`config.mk`:
```
export PLATFORM = sky130hd
export DESIGN_NAME = led_activity_sched_flat
export DESIGN_NICKNAME = d
export VERILOG_FILES = /design/src/rtl/led_activity_sched_if.sv /design/src/rtl/led_activity_sched.sv /design/src/flat_wrapper.sv
export SDC_FILE = /design/constraint.sdc
export NUM_CORES = 1
export LEC_CHECK = 0
export CAP_MARGIN = 15
export CORE_MARGIN = 1
export CORE_UTILIZATION = 39
export DETAILED_ROUTE_END_ITERATION = 7
export SLEW_MARGIN = 15
export SYNTH_ARGS = -nofsm -noshare
export SYNTH_HDL_FRONTEND = slang
export SYNTH_SLANG_ARGS = --single-unit
```
`constraint.sdc`:
```
create_clock -name clk -period 3.9 [get_ports clk]
set_input_delay 1.17 -clock clk [delete_from_list [all_inputs] [get_ports clk]]
set_output_delay 1.17 -clock clk [all_outputs]
set_load 0.01 [all_outputs]
```
`src/rtl/led_activity_sched_if.sv`:
```
// Signal bundle between activity-strobe sources and the shared-LED scheduler.
// The master side drives strobes; the slave side (the scheduler) drives LED and status.
interface led_activity_sched_if #(parameter int N = 4);
  logic [N-1:0]       stb;
  logic               led;
  logic               busy;
  logic [$clog2(N):0] cur_id;
  logic [N-1:0]       pending;

  modport master (output stb, input led, busy, cur_id, pending);
  modport slave  (input stb, output led, busy, cur_id, pending);
endinterface

```
`src/rtl/led_activity_sched.sv`:
```
// Round-robin sharing of one status LED between N strobe sources; the granted
// source id is shown as (id+1) flashes followed by a dark gap.
module led_activity_sched #(
  parameter int N          = 4,
  parameter int ON_CYCLES  = 120000,
  parameter int OFF_CYCLES = 120000,
  parameter int GAP_CYCLES = 480000
) (
  input logic                 clk,
  input logic                 rst,
  led_activity_sched_if.slave bus
);
  localparam int IDW  = $clog2(N) + 1;
  localparam int PTRW = (N > 1) ? $clog2(N) : 1;
  localparam int MAXC = (ON_CYCLES > OFF_CYCLES)
                        ? ((ON_CYCLES > GAP_CYCLES) ? ON_CYCLES : GAP_CYCLES)
                        : ((OFF_CYCLES > GAP_CYCLES) ? OFF_CYCLES : GAP_CYCLES);
  localparam int CW   = $clog2(MAXC) + 1;

  typedef enum logic [1:0] {S_IDLE, S_ON, S_OFF, S_GAP} state_t;

  state_t          state, state_n;
  logic [CW-1:0]   cnt, cnt_n;
  logic [IDW-1:0]  pulses, pulses_n, cur_id, cur_id_n, gid;
  logic [PTRW-1:0] ptr, ptr_n;
  logic [N-1:0]    pending, pending_n, clr, rot;
  logic            led, found;
  int              tmp;

  // Rotate so that bit k of rot is source (ptr+k) mod N; first set bit wins.
  always_comb begin
    found = 1'b0;
    gid   = '0;
    tmp   = 0;
    rot   = N'({pending, pending} >> ptr);
    for (int k = 0; k < N; k++) begin
      if (!found && rot[k]) begin
        found = 1'b1;
        tmp   = int'(ptr) + k;
        if (tmp >= N) tmp = tmp - N;
        gid   = IDW'(tmp);
      end
    end
  end

  always_comb begin
    state_n  = state;
    cnt_n    = cnt;
    pulses_n = pulses;
    cur_id_n = cur_id;
    ptr_n    = ptr;
    clr      = '0;
    case (state)
      S_IDLE: if (found) begin
        state_n  = S_ON;
        cur_id_n = gid;
        pulses_n = gid + IDW'(1);
        cnt_n    = CW'(ON_CYCLES - 1);
        clr      = N'(1) << gid;
        if (gid == IDW'(N - 1)) ptr_n = '0;
        else                    ptr_n = PTRW'(gid + IDW'(1));
      end
      S_ON: if (cnt == '0) begin
        if (pulses == IDW'(1)) begin
          state_n = S_GAP;
          cnt_n   = CW'(GAP_CYCLES - 1);
        end else begin
          pulses_n = pulses - IDW'(1);
          state_n  = S_OFF;
          cnt_n    = CW'(OFF_CYCLES - 1);
        end
      end else cnt_n = cnt - CW'(1);
      S_OFF: if (cnt == '0) begin
        state_n = S_ON;
        cnt_n   = CW'(ON_CYCLES - 1);
      end else cnt_n = cnt - CW'(1);
      S_GAP: if (cnt == '0) state_n = S_IDLE;
             else           cnt_n   = cnt - CW'(1);
    endcase
    // A strobe on the grant cycle re-arms the request after clearing it.
    pending_n = (pending & ~clr) | bus.stb;
  end

  always_ff @(posedge clk) begin
    if (rst) begin
      state   <= S_IDLE;
      cnt     <= '0;
      pulses  <= '0;
      cur_id  <= '0;
      ptr     <= '0;
      pending <= '0;
      led     <= 1'b0;
    end else begin
      state   <= state_n;
      cnt     <= cnt_n;
      pulses  <= pulses_n;
      cur_id  <= cur_id_n;
      ptr     <= ptr_n;
      pending <= pending_n;
      led     <= (state_n == S_ON);
    end
  end

  assign bus.led     = led;
  assign bus.busy    = (state != S_IDLE);
  assign bus.cur_id  = cur_id;
  assign bus.pending = pending;
endmodule
```
`src/flat_wrapper.sv`:
```
// flat-port wrapper written by rule: the top's interface ports become plain ports
module led_activity_sched_flat 
#(
  parameter int N          = 4,
  parameter int ON_CYCLES  = 120000,
  parameter int OFF_CYCLES = 120000,
  parameter int GAP_CYCLES = 480000
)
  (clk, rst, bus_stb, bus_led, bus_busy, bus_cur_id, bus_pending);
  led_activity_sched_if #(.N(N)) bus_i ();
  input logic clk;
  input logic rst;
  input wire logic [$bits(bus_i.stb)-1:0] bus_stb;
  output wire logic [$bits(bus_i.led)-1:0] bus_led;
  output wire logic [$bits(bus_i.busy)-1:0] bus_busy;
  output wire logic [$bits(bus_i.cur_id)-1:0] bus_cur_id;
  output wire logic [$bits(bus_i.pending)-1:0] bus_pending;
  assign bus_i.stb = bus_stb;
  assign bus_led = bus_i.led;
  assign bus_busy = bus_i.busy;
  assign bus_cur_id = bus_i.cur_id;
  assign bus_pending = bus_i.pending;
  led_activity_sched #(.N(N), .ON_CYCLES(ON_CYCLES), .OFF_CYCLES(OFF_CYCLES), .GAP_CYCLES(GAP_CYCLES)) u_core (.clk(clk), .rst(rst), .bus(bus_i));
endmodule
```
==> impl_summary.md <==
Run status
The run finished with clean final reports.

Critical path
The signal on the critical path passes through nor2_1 > inv_1 > clkdlybuf4s50_1. The data arrival time of the worst path is 2.04 ns. The required time of the worst setup path is 2.73 ns. In this design, the stage delay of the slowest critical-path cell is a little under 0.6 ns. The capturing element type of the critical path is an output pin. The largest individual stage delay along the critical path comes from the cell nor2_1.

The critical path startpoint category is a flip-flop. The maximum fanout along the worst path is 10. The type of the worst setup path is flip-flop to output pin. The gate family responsible for the most delay along the worst path is buffers and inverters. The number of buffers and inverters on the critical path is 2.

Power
For this design the ratio of total power to cell area is 489.4 nW/um2. The static leakage power is approximately 0.90 nW. The power consumption is roughly 1.2 mW. The peak ir drop on the vdd network is 0.2302 mV.

Timing
The worst pin sits at a relative slew slack of 0.4361. The smallest clock period supported by the final layout is computed as 3.212 ns. The final clock period utilization by the worst path is 0.8237. Adding up every negative setup slack in the final design gives 0 ns. The final hold violation count was 0. Setup violations remaining at the end of the flow were counted as 0.

The clock arrives with roughly 0.0075 ns of skew. The count of pins over their slew limit is 0. After layout, the worst setup slack is 0.6877 ns. Setup repair after global routing left no endpoint under its margin.

Derived from the worst setup path, the maximum achievable clock frequency is 311.3 MHz. At the pin with the least slew margin, the transition time is between 0.8 and 0.9 ns.

Synth
The share of synthesized area in the top cell type comes to 0.3104. The post-synthesis cell type with the largest combined area is dfxtp_1. The number of flops mapped to enable cells by yosys is 0.

The number of nets in the synthesized netlist is 302. The commonest cells after synthesis are dfxtp_1, nor2_1, a21oi_1, a31oi_1, nand2_1. Sorting the synthesized cells by area gives the leading types as dfxtp_1, ha_1, a31oi_1. A synthesized cell averages 7.948 um2. The library cell with the highest instance count after synthesis is dfxtp_1. After synthesis the cells add up to 2257 um2. Among all flip-flop cells after synthesis, the most frequent one is dfxtp_1. The instance count of the mapped netlist is roughly 280.

For this run, asynchronously set or reset flops after synthesis account for 0. Of the synthesized area, sequential elements account for 0.3104. Counting distinct cell types in the post-synthesis netlist gives 50.

After synthesis the netlist holds a flip-flop and latch count of 35. The count of yosys warnings during synthesis is 0.

Die
In this run the standard cell core region covers 5540 um2. The die outline width is 78.08 um. The floorplan has 27 rows. The die is 78.08 um tall. The total I/O pin count is 15.

The starting density of the core is 0.4074. The floorplan die area is 6096 um2.

Detailed routing
The routed via count is 2169. The via-per-instance ratio is 5.975. In the routed design, unresolved DRC markers number 0. The final layout contains routed wiring with a total length of 5.486 mm.

The number of DRC violations after detailed-routing iteration 0 is 111. The number of nets still failing antenna checks after routing is 0. The total iterations of the first detailed-routing run is 4. The routed length per placed instance is 15.11 um.

Clocking
The clock net sink count is 35. The number of hold buffers added after CTS is 0. The number of setup buffers added after CTS is 0.

The worst-skew pair later-pin latency is 0.29 ns. The CTS tree is done. The number of clock buffers added by TritonCTS is 5. The clock transition at the registers of the reported paths is 0.07 ns.

The tree is rooted in a clkbuf_8. The maximum buffer depth of the clock tree is 2. The count of cells resized by post-cts repair is 0. The number of levels in the clock H-tree is 2.

Global route
The number of antenna violations at the first check in global routing is 0. The pin count of the biggest net entering global routing is 34. The via count of the first global-routing pass was between 1500 and 2000. The first global-routing pass estimated around 9.3 mm of wire. The total global routing overflow is 0. The overall routing resource usage is 0.1925.

Run
The number of max-cap violations is 0.

Placement
The congestion estimate from routability-driven global placement came to approximately 0.77. In this run the tool buffered the top-level ports with 14 buffer cells. Timing analysis after detailed placement gives a worst setup slack of approximately 0.98 ns. The detailed placer's ending HPWL is between 3 and 4 mm. The instance count after placement with tap cells included is approximately 360.

Min path
The worst hold path belongs to the class flip-flop to flip-flop.

Layout
The area growth from synthesis to layout is 12.14%. The repair_antennas step left the layout with diodes totalling 0. Of the cells placed in the final design, the portion with a size suffix greater than 1 is 0.06529.

The non-filler instance count after layout is 363. The final net count is ~310.
[sequential cells by signal (all words and copies together), names as in the netlist]
signal	count
u_core.cnt	20
u_core.bus.pending	4
u_core.bus.cur_id	3
u_core.pulses	3
u_core.ptr	2
u_core.state	2
u_core.bus.led	1
[final timing paths]
| kind | from | end | slack (ns) | cells past startpoint |
|---|---|---|---|---|
| worst max-delay path | u_core.state[0] | bus_busy | 0.69 | 3 |
| worst min register to register | u_core.pulses[1] | u_core.pulses[1] | 0.46 | 2 |
| worst max register to register | u_core.bus.pending[2] | u_core.ptr[0] | 0.99 | 10 |
| worst min-delay path | u_core.pulses[1] | u_core.pulses[1] | 0.46 | 2 |
[layer usage]
layer	vias to the layer above	global-route usage	routed length, um	part of all wire
met5	-	0	0	0
met2	51	0.2851	2317	0.42
met1	1024	0.2718	2819	0.51
met3	4	0.04070	304	0.055
met4	0	0.07407	44	0.0080
li1	1090	-	-	-
[area by class of cell]
type	count	area (um2)
well taps	72	90.09
clock inverters	3	15.01
multi-input cells	216	1434
clock buffers	5	68.82
repair buffers	18	170.2
flip-flops and latches	35	700.7
inverters	14	52.55
fillers	572	3009
[cells by family (layout without fill, tap and decap cells)]
group / count (synthesis) / count (layout) / synth area share
DFF: 35 / 35 / 0.3104
muxes: 3 / 3 / 0.01940
adders and majority gates: 12 / 12 / 0.06652
AOI/OAI and AO/OA: 81 / 81 / 0.2422
buffers and inverters: 33 / 40 / 0.05654
xor gates and xnor gates: 1 / 1 / 0.003881
and+or+nand+nor: 119 / 119 / 0.3010
[worst min-delay path, cell delays in order, from the launching register on]
cell and delay, ns:
dfxtp_1 0.31, nand2_1 0.05, a21oi_1 0.05
[power by group]
group,internal [mW],switching [mW],total [mW]
clock,0.122,0.135,0.257
combinational,0.214,0.265,0.478
sequential,0.415,0.0889,0.504
[metrics by stage]
stage	hold WS (ns)	utilization	instance area, um2
after global routing	0.4833	0.4569	2531
after detailed placement	0.4453	0.4417	2447
final	0.4557	0.4569	2531
after CTS	0.4554	0.4569	2531
after global placement	0.4426	0.4417	2447
after floorplan	0.4319	-	2257
[cells in the final DEF, fill, tap and decap left out, drive strengths merged, types with 2 or more instances in the layout]
cell type	synthesis	layout
dfxtp	35	35
nor2	22	22
a21oi	16	16
nand2	16	16
a31oi	16	16
or3	15	15
inv	14	14
clkdlybuf4s50	0	14
o21ai	13	13
nor2b	12	12
ha	12	12
or4	12	12
o31ai	8	8
nor3	7	7
nand2b	6	6
nand3	6	6
nand3b	5	5
nor4	5	5
clkbuf	15	5
a211oi	4	4
a311oi	4	4
buf	4	4
nand4	3	3
o21a	3	3
clkinv	0	3
a221oi	2	2
nor3b	2	2
o211ai	2	2
a41oi	2	2
o211a	2	2
o41ai	2	2
and3	2	2
or3b	2	2
No activity file was read; power rests on OpenSTA's default activity.
